==> src/rtl/tl_pkg.sv <==
// Shared types and lamp encodings for the N-phase traffic controller.
package tl_pkg;

  typedef enum logic [2:0] {
    LEFT,
    GREEN,
    YELLOW,
    ALLRED,
    HOLD
  } state_e;

  localparam logic [3:0] L_LEFT   = 4'b1001;
  localparam logic [3:0] L_GREEN  = 4'b0100;
  localparam logic [3:0] L_YELLOW = 4'b0010;
  localparam logic [3:0] L_RED    = 4'b0001;

endpackage

==> src/rtl/tl_interval_timer.sv <==
// Interval counter: counts 0..dur-1, pulses done on the last count, cleared by the FSM.
module tl_interval_timer #(
  parameter int CNT_W = 5
) (
  input  logic             clk,
  input  logic             rst,
  input  logic             clear_i,
  input  logic [CNT_W-1:0] dur_i,
  output logic             done_o
);

  logic [CNT_W-1:0] cnt_q, cnt_d;

  always_comb begin
    cnt_d = cnt_q + CNT_W'(1);
    if (clear_i) cnt_d = '0;
  end

  always_ff @(posedge clk or posedge rst) begin
    if (rst) cnt_q <= '0;
    else     cnt_q <= cnt_d;
  end

  assign done_o = (cnt_q == dur_i - CNT_W'(1));

endmodule

==> src/rtl/traffic_phase_ctrl.sv <==
// N-phase intersection controller: left/green/yellow/all-red rotation with
// directed emergency preemption that always clears through yellow and all-red.
module traffic_phase_ctrl
  import tl_pkg::*;
#(
  parameter int N_PHASES = 2,
  parameter int CNT_W    = 5,
  parameter int LEFT_T   = 4,
  parameter int GREEN_T  = 10,
  parameter int YELLOW_T = 3,
  parameter int ALLRED_T = 1,
  parameter int PW       = $clog2(N_PHASES)
) (
  input  logic                  clk,
  input  logic                  rst,
  input  logic                  emergency,
  input  logic [PW-1:0]         emg_phase,
  output logic [4*N_PHASES-1:0] lights,
  output logic [PW-1:0]         active_phase,
  output logic                  preempt_active
);

  localparam logic [PW-1:0] LAST = PW'(N_PHASES - 1);

  function automatic logic [PW-1:0] inc_wrap(input logic [PW-1:0] p);
    return (p == LAST) ? '0 : p + PW'(1);
  endfunction

  state_e                         state_q, state_d;
  logic [PW-1:0]                  active_q, active_d;
  logic [PW-1:0]                  target_q, target_d;
  logic                           preempt_q, preempt_d;
  logic                           leave_q, leave_d;   // set once HOLD is released
  logic [CNT_W-1:0]               dur;
  logic                           done, clear, entry, tgt_ok;
  logic [N_PHASES-1:0][3:0]       lamp;

  assign tgt_ok = int'(target_q) < N_PHASES;

  always_comb begin
    dur = CNT_W'(ALLRED_T);
    case (state_q)
      LEFT:    dur = CNT_W'(LEFT_T);
      GREEN:   dur = CNT_W'(GREEN_T);
      YELLOW:  dur = CNT_W'(YELLOW_T);
      default: dur = CNT_W'(ALLRED_T);
    endcase
  end

  always_comb begin
    state_d   = state_q;
    active_d  = active_q;
    target_d  = target_q;
    preempt_d = preempt_q;
    leave_d   = leave_q;
    entry     = emergency && !preempt_q;
    if (entry) begin
      preempt_d = 1'b1;
      target_d  = emg_phase;
    end
    case (state_q)
      LEFT, GREEN: begin
        if (entry)     state_d = (emg_phase == active_q) ? HOLD : YELLOW;
        else if (done) state_d = (state_q == LEFT) ? GREEN : YELLOW;
      end
      YELLOW: if (done) state_d = ALLRED;
      ALLRED: begin
        if (done) begin
          // Clearance done: either park in HOLD or resume the rotation.
          if (preempt_d && !leave_q) begin
            state_d = HOLD;
            if (int'(target_d) < N_PHASES) active_d = target_d;
          end else begin
            state_d   = (LEFT_T == 0) ? GREEN : LEFT;
            active_d  = inc_wrap(active_q);
            preempt_d = 1'b0;
            leave_d   = 1'b0;
          end
        end
      end
      HOLD: begin
        if (!emergency) begin
          leave_d = 1'b1;
          state_d = tgt_ok ? YELLOW : ALLRED;
        end
      end
      default: state_d = ALLRED;
    endcase
  end

  assign clear = (state_d != state_q) || (state_q == HOLD);

  tl_interval_timer #(.CNT_W(CNT_W)) u_timer (
    .clk     (clk),
    .rst     (rst),
    .clear_i (clear),
    .dur_i   (dur),
    .done_o  (done)
  );

  always_ff @(posedge clk or posedge rst) begin
    if (rst) begin
      state_q   <= ALLRED;
      active_q  <= LAST;
      target_q  <= '0;
      preempt_q <= 1'b0;
      leave_q   <= 1'b0;
    end else begin
      state_q   <= state_d;
      active_q  <= active_d;
      target_q  <= target_d;
      preempt_q <= preempt_d;
      leave_q   <= leave_d;
    end
  end

  for (genvar p = 0; p < N_PHASES; p++) begin : g_lamp
    assign lamp[p] =
      (state_q == HOLD)      ? ((tgt_ok && target_q == PW'(p)) ? L_GREEN : L_RED) :
      (active_q != PW'(p))   ? L_RED    :
      (state_q == LEFT)      ? L_LEFT   :
      (state_q == GREEN)     ? L_GREEN  :
      (state_q == YELLOW)    ? L_YELLOW : L_RED;
  end

  assign lights         = lamp;
  assign active_phase   = active_q;
  assign preempt_active = preempt_q;

endmodule

==> config.mk <==
export PLATFORM = sky130hd
export DESIGN_NAME = traffic_phase_ctrl
export DESIGN_NICKNAME = d
export VERILOG_FILES = /design/src/rtl/tl_pkg.sv /design/src/rtl/tl_interval_timer.sv /design/src/rtl/traffic_phase_ctrl.sv
export SDC_FILE = /design/constraint.sdc
export NUM_CORES = 1
export LEC_CHECK = 0
export CAP_MARGIN = 15
export CORE_MARGIN = 2
export CORE_UTILIZATION = 40
export DETAILED_ROUTE_END_ITERATION = 6
export PLACE_DENSITY_LB_ADDON = 0.3
export REMOVE_ABC_BUFFERS = 1
export SLEW_MARGIN = 5
export SYNTH_ARGS = -nofsm -noshare
export SYNTH_HDL_FRONTEND = slang
export SYNTH_SLANG_ARGS = --single-unit
==> constraint.sdc <==
create_clock -name clk -period 5.17 [get_ports clk]
set_input_delay 1.551 -clock clk [delete_from_list [all_inputs] [get_ports clk]]
set_output_delay 1.551 -clock clk [all_outputs]
set_load 0.02 [all_outputs]
* Word level (Yosys, flattened, before mapping)
Cells that the tools add are included.
Widths: inputs -> output; s select.
** Word-level totals
- Bits in latches :: 0
- Output and inout bits :: 10
- Memories :: 0
- Register bits after elaboration :: 12
- Bits in writable memories :: 0
- Bits in read-only memories :: 0
- Input port bits :: 4
- Logic and storage cells :: 60
** Operators by class
- Shift operators :: 0
- Div/mod/pow operators :: 0
- $lt $le $gt $ge :: 0
- $mul :: 0
- Reductions and logical operators :: 10
- Mux-type cells :: 31
- Eq/ne operators :: 10
- Bitwise gates (word level) :: 0
- $add $sub $neg :: 3
** Operators by type and width (count)
- $mux 3 :: 10
- $mux 4 :: 5
- $pmux 3 s4 :: 1
- $pmux 4 s3 :: 1
- $mux 1 :: 10
- $eq 3x2->1 const B :: 2
- $ne 2x2->1 const B :: 3
- $add 5x1->5 const B :: 1
- $eq 5x5->1 :: 1
- $mux 5 :: 1
- $sub 4x1->5 const B :: 1
- $mux 2 :: 2
- $reduce_and 4->1 :: 1
- $eq 3x1->1 const B :: 1
- $eq 3x3->1 const B :: 1
- $logic_not 3->1 :: 1
- $ne 3x3->1 :: 1
- $logic_and 1x1->1 :: 2
- $logic_not 1->1 :: 2
- $pmux 1 s2 :: 1
- $reduce_and 2->1 :: 1
- $reduce_bool 2->1 :: 1
- $reduce_or 2->1 :: 1
- $add 1x1->1 const B :: 1
- other kinds (2) :: 2

* Longest topological paths before layout
Gate-level depths: netlist of run 1.
- Word-level depth :: 10
- Gate-level depth with buffers :: 9
- Mapped depth without buffers :: 8

* By module
From an unflattened synthesis of run 1, not the netlist that was laid out.
** Unflattened totals
- Cell total of the unflattened synthesis :: 100
- Area, all modules :: 893.4 um2
** By module, submodules not included
- traffic_phase_ctrl :: times used 1, cells each 66, area each 564.3 um2, sequential area each 178.9 um2
- tl_interval_timer :: times used 1, cells each 34, area each 329.1 um2, sequential area each 125.1 um2

* Worst setup path after synthesis of run 1
No wires, ideal clock.
- Path kind :: reg2out
- Start point :: register state_q[1]
- End point :: output lights[0]
- Data required time :: 3.619 ns
- Slack :: 2.045 ns
- Path buffers :: 2
- Arrival time :: 1.574 ns
- Cell stages (with the launch flop) :: 6
- Cells stage by stage :: dfstp_2 buf_2 buf_1 nor2_1 a21oi_1 a2bb2oi_1
** Between the ends
- Word-level cells in the longest chain between the ends :: 6
- Elaborated cells between the ends (all ways) :: 9
- Classes of those cells :: eq/ne: 3; mux: 5; reduce/logical: 1
** RTL lines
- start: declaration :: RTL line traffic_phase_ctrl.sv:29 : state_e state_q, state_d;
- start signal: assignment :: RTL line traffic_phase_ctrl.sv:109 : state_q <= state_d;
- $eq 3x2->1 :: RTL line traffic_phase_ctrl.sv:123 : (state_q == YELLOW) ? L_YELLOW : L_RED;
- $mux 2 :: RTL line traffic_phase_ctrl.sv:123
- $mux 3 :: RTL line traffic_phase_ctrl.sv:122 : (state_q == GREEN) ? L_GREEN :
- $mux 4 :: RTL line traffic_phase_ctrl.sv:121 : (state_q == LEFT) ? L_LEFT :
- $mux 4 :: RTL line traffic_phase_ctrl.sv:120 : (active_q != PW'(p)) ? L_RED :
- $mux 4 (*) :: RTL line traffic_phase_ctrl.sv:119 : (state_q == HOLD) ? ((tgt_ok && target_q == PW'(p)) ? L_GREEN : L_RED) :
- end: declaration :: RTL line traffic_phase_ctrl.sv:18 : output logic [4*N_PHASES-1:0] lights,
Every way passes the cells marked *; elsewhere a longest branch is shown, timed or not.

* Worst setup path in the final report of run 1
Ends and elaborated chain as after synthesis.

==> summary.md, run 1 <==
| Metric | Value |
|---|---|
| TritonRoute pass-1 iters | `4` |
| Worst setup EP type | `primary output` |
| Hold slack | `524.1 ps` |
| Least-Margin Pin Slew | `583.8 ps` |
| CTS H-tree lvls | `1` |
| Seq/Total Area, Yosys | `30.64%` |
| Worst slew margin | `60.80%` |
| Vias per std cell | `5.623` |
| CTS buffer count | `3` |
| Largest cells by area after synthesis | `dfrtp_1 23%, dfstp_2 7.9%, a2111oi_4 5.5%` |
| Synth Flop Type | `dfrtp_1` |
| Final ANT Viol Nets | `0` |
| Antenna cell count | `0` |
| Synth warn | `0` |
| Post-synthesis simple-gate area fraction | `24.97%` |
| DRC Markers | `0` |
| Leading cell types by count after synthesis | `12 x nor2_1, 9 x a21oi_1, 9 x dfrtp_1, 9 x nor3_1` |
| CTS tree | `done` |
| Synth unique cells | `41` |
| Die Ht | `53.81 µm` |
| Num rows | `18` |
| Starting density of the core | `41.17%` |
| Final setup viols | `0` |
| Tcrit/Tclk final | `70.22%` |
| CP max-delay cell | `dfstp_2` |
| Post-route setup TNS | `0 ps` |
| Hold Path Depth | `1` |
| All-Layer GR Usage | `16.72%` |
| Placeable core region | `2410 µm²` |
| Total number of vias | `866` |
| CP cell instances | `nor2_1, a21oi_1, a2bb2oi_1, clkdlybuf4s50_1` |
| Root buffer cell | `clkbuf_4` |
| Crit path required time | `3620 ps` |
| Setup slack after layout | `1540 ps` |
| Worst reg-to-reg path cell count | `8` |
| Clock buffer depth | `2` |
| Mux contribution to synthesized area | `2.144%` |
| Port bufs | `13` |
| RR Endpoint | `u_timer.cnt_q[1]` |
| Worst-Skew Late Latency | `270 ps` |
| Syn_area_per_cell | `8.553 µm²` |
| CTS sink count | `12` |
| Max cap viols | `0` |
| Place WS | `1851 ps` |
| First-pass GRT wire length | `3.553 mm` |
| Count leader, synth | `nor2_1` |
| Crit path launch type | `flip-flop` |
| Max Slew Vio Count | `0` |
| Reg2Reg Setup Slack | `2340 ps` |
| Synthesized instance count | `116` |
| Register area | `304.0 µm²` |
| Yosys top cell by area | `dfrtp_1` |
| Initial drt markers | `13` |
| Hold path startpoint | `leave_q` |
| Status | `completed` |
| Cell Pwr Density | `714.4 nW/µm²` |
| Hold Crit Endpoint | `preempt_active` |
| IR drop worst, VDD | `0.3843 mV` |
| Crit path kind | `flip-flop to primary output` |
| Fraction of layout cells with a size suffix above 1 | `10.48%` |
| Asr flop ratio synth | `100.0%` |
| Largest net degree at the start of global routing | `24` |
| R2R Path Start | `state_q[0]` |
| Total length of routed wires | `2.107 mm` |
| Hold WC Path Type | `flip-flop to flip-flop` |
| Setup Buffers After CTS | `0` |
| Fmax | `0.2755 GHz` |
| P&R area growth vs syn | `14.75%` |
| Synth Area in XOR/XNOR | `9.584%` |
| Vias in the first global route | `811` |
| Total gr overflow | `0` |
| Synthesized-area fraction occupied by adder cells | `2.522%` |
| Chip Width | `53.81 µm` |
| Post-synth EDFFs | `0` |
| Hold Fails Final Rpt | `0` |
| Worst Skew | `5.254 ps` |
| Filler cells | `225` |
| Crit-path max FO | `23` |
| # IOs | `14` |
| Slowest stage delay, CP | `760 ps` |
| Worst path bufs/invs | `1` |
| WL per Instance | `13.68 µm` |
| Utilization after layout | `47.25%` |
| Clock transition at path regs | `70 ps` |
| Placer Congestion | `0.7928` |
| Initial antenna violation count | `0` |
| RSZ-0062 raised after global routing | `false` |
| Post-Syn Area | `992.2 µm²` |
| Synth Register Bits | `12` |
| Total Nets Final | `131` |
| Post-DP HPWL | `1.614 mm` |
| Min cycle time layout | `3630 ps` |
| Largest family of logic cells by synthesized area | `simple AND/OR/NAND/NOR gates` |
| Worst path depth | `4` |
| PostCTS Resize Cnt | `0` |
| Crit path DAT | `2080 ps` |
| Post-CTS Hold Buffers | `0` |
| Critical path's top delay family | `flip-flops` |
| Die footprint | `2895 µm²` |
| Post-synth top area share | `22.70%` |
| Multi-input gate area | `618.1 µm²` |
| Compound-gate portion of the synthesized area | `23.08%` |
| LEAKAGE | `0.4442 nW` |
[state kept, by name, summed over array words and instances (netlist names)]
signal,count
active_phase,1
target_q,1
leave_q,1
u_timer.cnt_q,5
state_q,3
preempt_active,1
[kinds of logic after synthesis]
group	Yosys count
AO/OA/AOI/OAI	29
multiplexers	2
XOR/XNOR	10
buffers and inverters	15
adder cells (fa/ha/maj)	2
AND/OR/NAND/NOR	46
flip-flops	12
[worst max-delay path by stage]
stage,start,to,slack (ps)
after global placement,state_q[0],lights[4],1870
after floorplan,active_phase,lights[0],2340
final,state_q[1],lights[0],1540
after global routing,state_q[2],lights[0],1370
after CTS,state_q[1],lights[0],1550
after detailed placement,state_q[1],lights[0],1850
[power by group]
part | total (mW) | switching (mW) | internal [mW]
clock network | 0.0610 | 0.0311 | 0.0299
registers | 0.231 | 0.0900 | 0.141
logic | 0.521 | 0.286 | 0.236
[layer usage]
layer  share of wire (%)  vias up  global-route usage (%)
li1                    -      431                       -
met1                  47      411                   20.75
met2                  46       20                   28.25
met3                 4.7        4                   3.889
met4                 1.8        0                   5.556
met5                   0        -                       0
[stage by stage]
step / instances / total power, mW / area (µm²)
floorplan: 107 / 0.6027 / 944.7
global placement: 150 / 0.7402 / 1112
detailed placement: 150 / 0.7542 / 1112
CTS: 154 / 0.8164 / 1139
global route: 154 / 0.8805 / 1139
finish: 154 / 0.8134 / 1139
[layout make-up]
type,instances,share of cell area (%)
clock buffers,4,2.308
multi-input cells,89,54.29
inverters,6,1.978
well taps,30,3.297
flip-flops and latches,12,26.70
repair buffers,13,11.43
[cells in the final DEF (no fill, tap or decap), types with 3 or more instances in the layout]
cell and count:
dfrtp_1 9, a21oi_1 9, xor2_1 5, nor3_1 9
xnor2_1 4, clkbuf_4 3, nand2_1 3, nor2_1 12
nand2b_1 6, nand3_1 3, inv_1 6, clkdlybuf4s50_1 13
o31ai_1 3, dfstp_2 3, o21ai_0 5
(Power assumes the default switching activity.)
==> run 2: changes to the inputs <==
clock period = 3.8 ns   (was 5.17 ns; I/O delays follow)
==> results of run 2 <==
The final DEF is identical to that of run 1. Status: completed.
Among the figures that moved: final weighted congestion in routability-driven placement 0.7928 -> 0.7929; setup slack after placement 1851 ps -> 891.5 ps; setup slack after layout 1540 ps -> 580.7 ps; register-to-register setup slack 2340 ps -> 970 ps; total power 0.8134 mW -> 1.107 mW; worst IR drop on VDD 0.3843 mV -> 0.5228 mV
==> run 3: changes to the inputs <==
clock period = 2.6 ns   (was 3.8 ns; I/O delays follow)
==> summary.md, run 3 (synthesis results as in run 1) <==
| Metric | Value |
|---|---|
| Status | `completed` |
| Largest net degree at the start of global routing | `14` |
| First-pass GRT wire length | `3.601 mm` |
| Reg2Reg Setup Slack | `150 ps` |
| Clock transition at path regs | `70 ps` |
| Placeable core region | `2410 µm²` |
| CTS tree | `done` |
| Total Nets Final | `139` |
| Comb power frac | `68.7%` |
| Crit path required time | `1820 ps` |
| Num rows | `18` |
| Total number of vias | `882` |
| Total length of routed wires | `2.162 mm` |
| Tcrit/Tclk final | `96.61%` |
| # IOs | `14` |
| Initial antenna violation count | `0` |
| Setup Buffers After CTS | `0` |
| Switching Power | `0.8386 mW` |
| Antenna cell count | `0` |
| Most flops, register | `u_timer.cnt_q` |
| Vias per std cell | `5.444` |
| Worst-Skew Late Latency | `270 ps` |
| Root buffer cell | `clkbuf_4` |
| CTS sink count | `12` |
| Min cycle time layout | `2512 ps` |
| Max cap viols | `0` |
| Cell Pwr Density | `1437 nW/µm²` |
| Placer Congestion | `0.7484` |
| Crit path kind | `flip-flop to primary output` |
| Starting density of the core | `41.17%` |
| Clock buffer depth | `2` |
| CTS buffer count | `3` |
| Final setup viols | `0` |
| Post-route setup TNS | `0 ps` |
| Worst setup EP type | `primary output` |
| Max Slew Vio Count | `0` |
| Fraction of layout cells with a size suffix above 1 | `18.94%` |
| Hold WC Path Type | `flip-flop to flip-flop` |
| Die footprint | `2895 µm²` |
| Post-DP HPWL | `1.627 mm` |
| Crit-path max FO | `9` |
| Fmax | `0.3981 GHz` |
| Port bufs | `13` |
| Initial drt markers | `21` |
| Register area | `305.3 µm²` |
| Placed Instances | `158` |
| TritonRoute pass-1 iters | `4` |
| Setup slack after layout | `88.04 ps` |
| Vias in the first global route | `810` |
| Place WS | `152.7 ps` |
| WL per Instance | `13.35 µm` |
| All-Layer GR Usage | `16.83%` |
| Top flop regs | `u_timer.cnt_q (5), state_q (3)` |
| Die Ht | `53.81 µm` |
| Multi-input gate area | `625.6 µm²` |
| Pint | `0.9015 mW` |
| Most common cell after layout, fill and taps aside | `nor2_1` |
| Hold Fails Final Rpt | `0` |
| DRC Markers | `0` |
| Worst slew margin | `68.90%` |
| Filler cells | `241` |
| Crit path DAT | `1730 ps` |
| Utilization after layout | `50.26%` |
| CTS H-tree lvls | `1` |
| LEAKAGE | `0.5327 nW` |
| IR drop worst, VDD | `0.7794 mV` |
| Worst Skew | `7.213 ps` |
| Finished Layout Cells | `162` |
| Total gr overflow | `0` |
| Chip Width | `53.81 µm` |
| Max reg flops | `5` |
| Most frequent cells in the layout | `11 x nor2_1, 9 x nor3_1, 9 x a21oi_1, 8 x dfrtp_1, 8 x buf_4` |
| RSZ-0062 raised after global routing | `false` |
| Clock power frac | `7.0%` |
| Final ANT Viol Nets | `0` |
| Crit path launch type | `flip-flop` |
| Least-Margin Pin Slew | `462.2 ps` |
| P&R area growth vs syn | `22.07%` |
| Switch share | `48.19%` |
| Seq pwr share | `24.3%` |
run 3: power groups by stage:
stage	logic [mW]	registers [mW]	clock network [mW]
after global placement	1.19	0.412	0
after detailed placement	1.20	0.417	0
after global routing	1.31	0.440	0.134
after floorplan	0.779	0.419	0
final	1.20	0.422	0.122
after CTS	1.19	0.415	0.126
run 3: layout make-up:
class	count	share of cell area (%)
tap	30	3.099
sequential	12	25.21
timing repair buffer	21	16.01
multi-input combinational	89	51.65
clock buffer	4	2.169
inverter	6	1.860
run 3: critical path, stage by stage (launching register included):
cell,delay (ps)
dfstp_2,630
nor2_2,70
a21oi_1,170
nor2_1,60
clkdlybuf4s50_1,540
run 3: worst paths after layout:
| check | start | endpoint | cells after the start |
|---|---|---|---|
| worst max-delay path | active_phase | lights[2] | 4 |
| worst min-delay path | leave_q | preempt_active | 1 |
| worst max register to register | state_q[0] | u_timer.cnt_q[4] | 8 |
| worst min register to register | leave_q | preempt_active | 1 |
| max in group asynchronous | rst | state_q[1] | 2 |
| min in group asynchronous | rst | u_timer.cnt_q[3] | 2 |
run 3: what timing repair did:
| item | 4_1_cts | 5_1_grt |
|---|---|---|
| gates resized for setup | 3 | 7 |
| setup endpoints to repair | 3 | 9 |
| hold endpoints to repair | 0 | 0 |
| hold buffers | 0 | 0 |
| pin swaps | 0 | 1 |
run 3: metrics by stage:
| step | power [mW] | cell area [µm²] | hold slack, ps |
|---|---|---|---|
| floorplan | 1.198 | 944.7 | 479.0 |
| global placement | 1.603 | 1172 | 525.9 |
| detailed placement | 1.621 | 1172 | 522.6 |
| CTS | 1.732 | 1195 | 535.3 |
| global route | 1.887 | 1211 | 574.5 |
| finish | 1.740 | 1211 | 536.3 |
run 3: routing by layer:
layer,track usage (%),vias up,wire (µm)
li1,-,441,-
met1,22.88,411,998
met3,2.500,4,113
met4,2.564,0,18
met5,0,-,0
met2,28.66,26,1032
==> RTL change, RTL diff (settings of run 3) <==
Reset style: synchronous (`rst`), changed in 2 clocked blocks.
--- a/src/rtl/tl_interval_timer.sv
+++ b/src/rtl/tl_interval_timer.sv
@@ -16,7 +16,7 @@
     if (clear_i) cnt_d = '0;
   end
 
-  always_ff @(posedge clk or posedge rst) begin
+  always_ff @(posedge clk) begin
     if (rst) cnt_q <= '0;
     else     cnt_q <= cnt_d;
   end
--- a/src/rtl/traffic_phase_ctrl.sv
+++ b/src/rtl/traffic_phase_ctrl.sv
@@ -98,7 +98,7 @@
     .done_o  (done)
   );
 
-  always_ff @(posedge clk or posedge rst) begin
+  always_ff @(posedge clk) begin
     if (rst) begin
       state_q   <= ALLRED;
       active_q  <= LAST;
Check against the original RTL: differs if rst is asserted again (counterexample within 4 cycles, from zero or initial values and one cycle with rst high); with rst held inactive, the same outputs for 10 cycles.
==> RTL change against run 3 <==
Highest routed layer is now met3; count of clock-buffer cells in the layout stayed put; setup slack better by 25 ps; combinational power is 30% lower; via count is 2.2% lower; synthesized area is 8.2% lower; sequential cell count stayed put; routed wire length is 7.0% lower; core utilization is 1.2 points higher; power is 27% lower; final area is 6.9% lower.
==> RTL change: results (changes against run 3) <==
## Synthesis
* **top post-synthesis cells by area** dfxtp_1, nand2b_1, nor2_1, was dfrtp_1, dfstp_2, a2111oi_4
* **ranking of synthesized cells by instance count** dfxtp_1, nor2_1, nand2b_1, was nor2_1, a21oi_1, dfrtp_1, nor3_1
* **async set or reset register ratio after synthesis** 0%, was 100.0%
* **Yosys cell types** 43, was 41
* **share of the synthesized area in compound gates (AO/OA/AOI/OAI)** 20.47%, was 23.08%
* **cell count after synthesis** 111, was 116
* **share of synthesized cell area in full adder, half adder and majority cells** 2.747%, was 2.522%
* **number of warning messages in the yosys log** 0, unchanged
* **primary flip-flop cell chosen by synthesis mapping** dfxtp_1, was dfrtp_1
* **sequential cell area fraction in the yosys report** 26.37%, was 30.64%

## Hold path
* **cell depth of the worst hold path** 2, was 1
* **hold_sp** leave_q, unchanged
* **Hold EP** leave_q, was preempt_active

## Final layout
* **number of signal-net buffers in the layout** 18, was 21
* **count of filler cells inserted in the layout** 207, was 241
* **proportion of cell area spent on the clock network** 3.219%, was 2.169%
* **final-layout non-clock buffer area share** 15.76%, was 16.01%
* **final standard cell area without fillers** 1127 µm², was 1211 µm²
* **Final #Nets** 133, was 139
* **number of signal-net inverters in the final layout** 3, was 6

## Power and ir drop
* **share of total power consumed by net switching** 45.83%, was 48.19%
* **combinational group share of total power** 65.5%, was 68.7%
* **IR drop worst, VDD** 0.5945 mV, was 0.7794 mV
* **static leakage power** 0.4812 nW, was 0.5327 nW
* **register share of total power** 22.6%, was 24.3%

## Clocking
* **Clk pin slew, worst setup/hold paths** 90 ps, was 70 ps

## Worst setup path
* **last element of the critical path** lights[3], was lights[2]
* **slowest cell on the critical path** clkdlybuf4s50_1, was dfstp_2
* **data arrival time of the critical path** 1710 ps, was 1730 ps
* **crit path max fanout** 4, was 9
* **source of the critical timing path** state_q[1], was active_phase
* **largest delay contributor family on the critical path** buffers and inverters, was flip-flops

## Global routing
* **GR Util met2** 26.50%, was 28.66%
* **GRT Overall Usage** 17.18%, was 16.83%
* **first-pass GRT wire length** 3.484 mm, was 3.601 mm
* **largest net degree at the start of global routing** 19, was 14
* **fraction of met3 tracks used by global routing** 3.448%, was 2.500%

## Drt
* **post-route met1 wirelength** 983 µm, was 998 µm
* **total number of vias** 863, was 882
* **post-detailed-route via-to-cell ratio** 5.604, was 5.444
* **DR WL met2** 948 µm, was 1.032 mm
* **violation count after the first detailed-route iteration** 13, was 21
* **metal3 WL** 79 µm, was 113 µm

## Outcome
* **status** finished clean, unchanged

## STA
* **worst slew slack as a fraction of its limit** 70.90%, was 68.90%
* **clock skew after layout** 5.176 ps, was 7.213 ps

## Placement
* **placed wire-length estimate** 1.559 mm, was 1.627 mm
* **cell count after placement** 150, was 158
* **final weighted congestion of routability-driven global placement** 0.7931, was 0.7484

RTL change: cell types whose count changed after synthesis, sizes merged, moves of 3 or more:
cell   change
dfxtp     +12
dfrtp      -9
a21oi      -4
nor3       -4
buf        -3
dfstp      -3
inv        -3
nor4       +3
RTL change: what timing repair did:
| action | 4_1_cts | 5_1_grt |
|---|---|---|
| setup buffers | 0 | 0 |
| gates resized for setup | 1 | 8 |
| endpoints found under the setup margin | 2 | 8 |
RTL change: per-stage QoR:
step           utilization [%]  total power [W]  worst slack [ps]  hold WS [ps]
6_report                 51.46         0.001274             112.7         500.7
5_1_grt                  51.46         0.001389             12.47         546.9
4_1_cts                  50.54         0.001265             28.80         502.0
3_5_place_dp             48.83         0.001109             47.92         488.6
3_3_place_gp             48.83         0.001085             96.06         470.9
2_1_floorplan                -        0.0008420             184.5         446.4
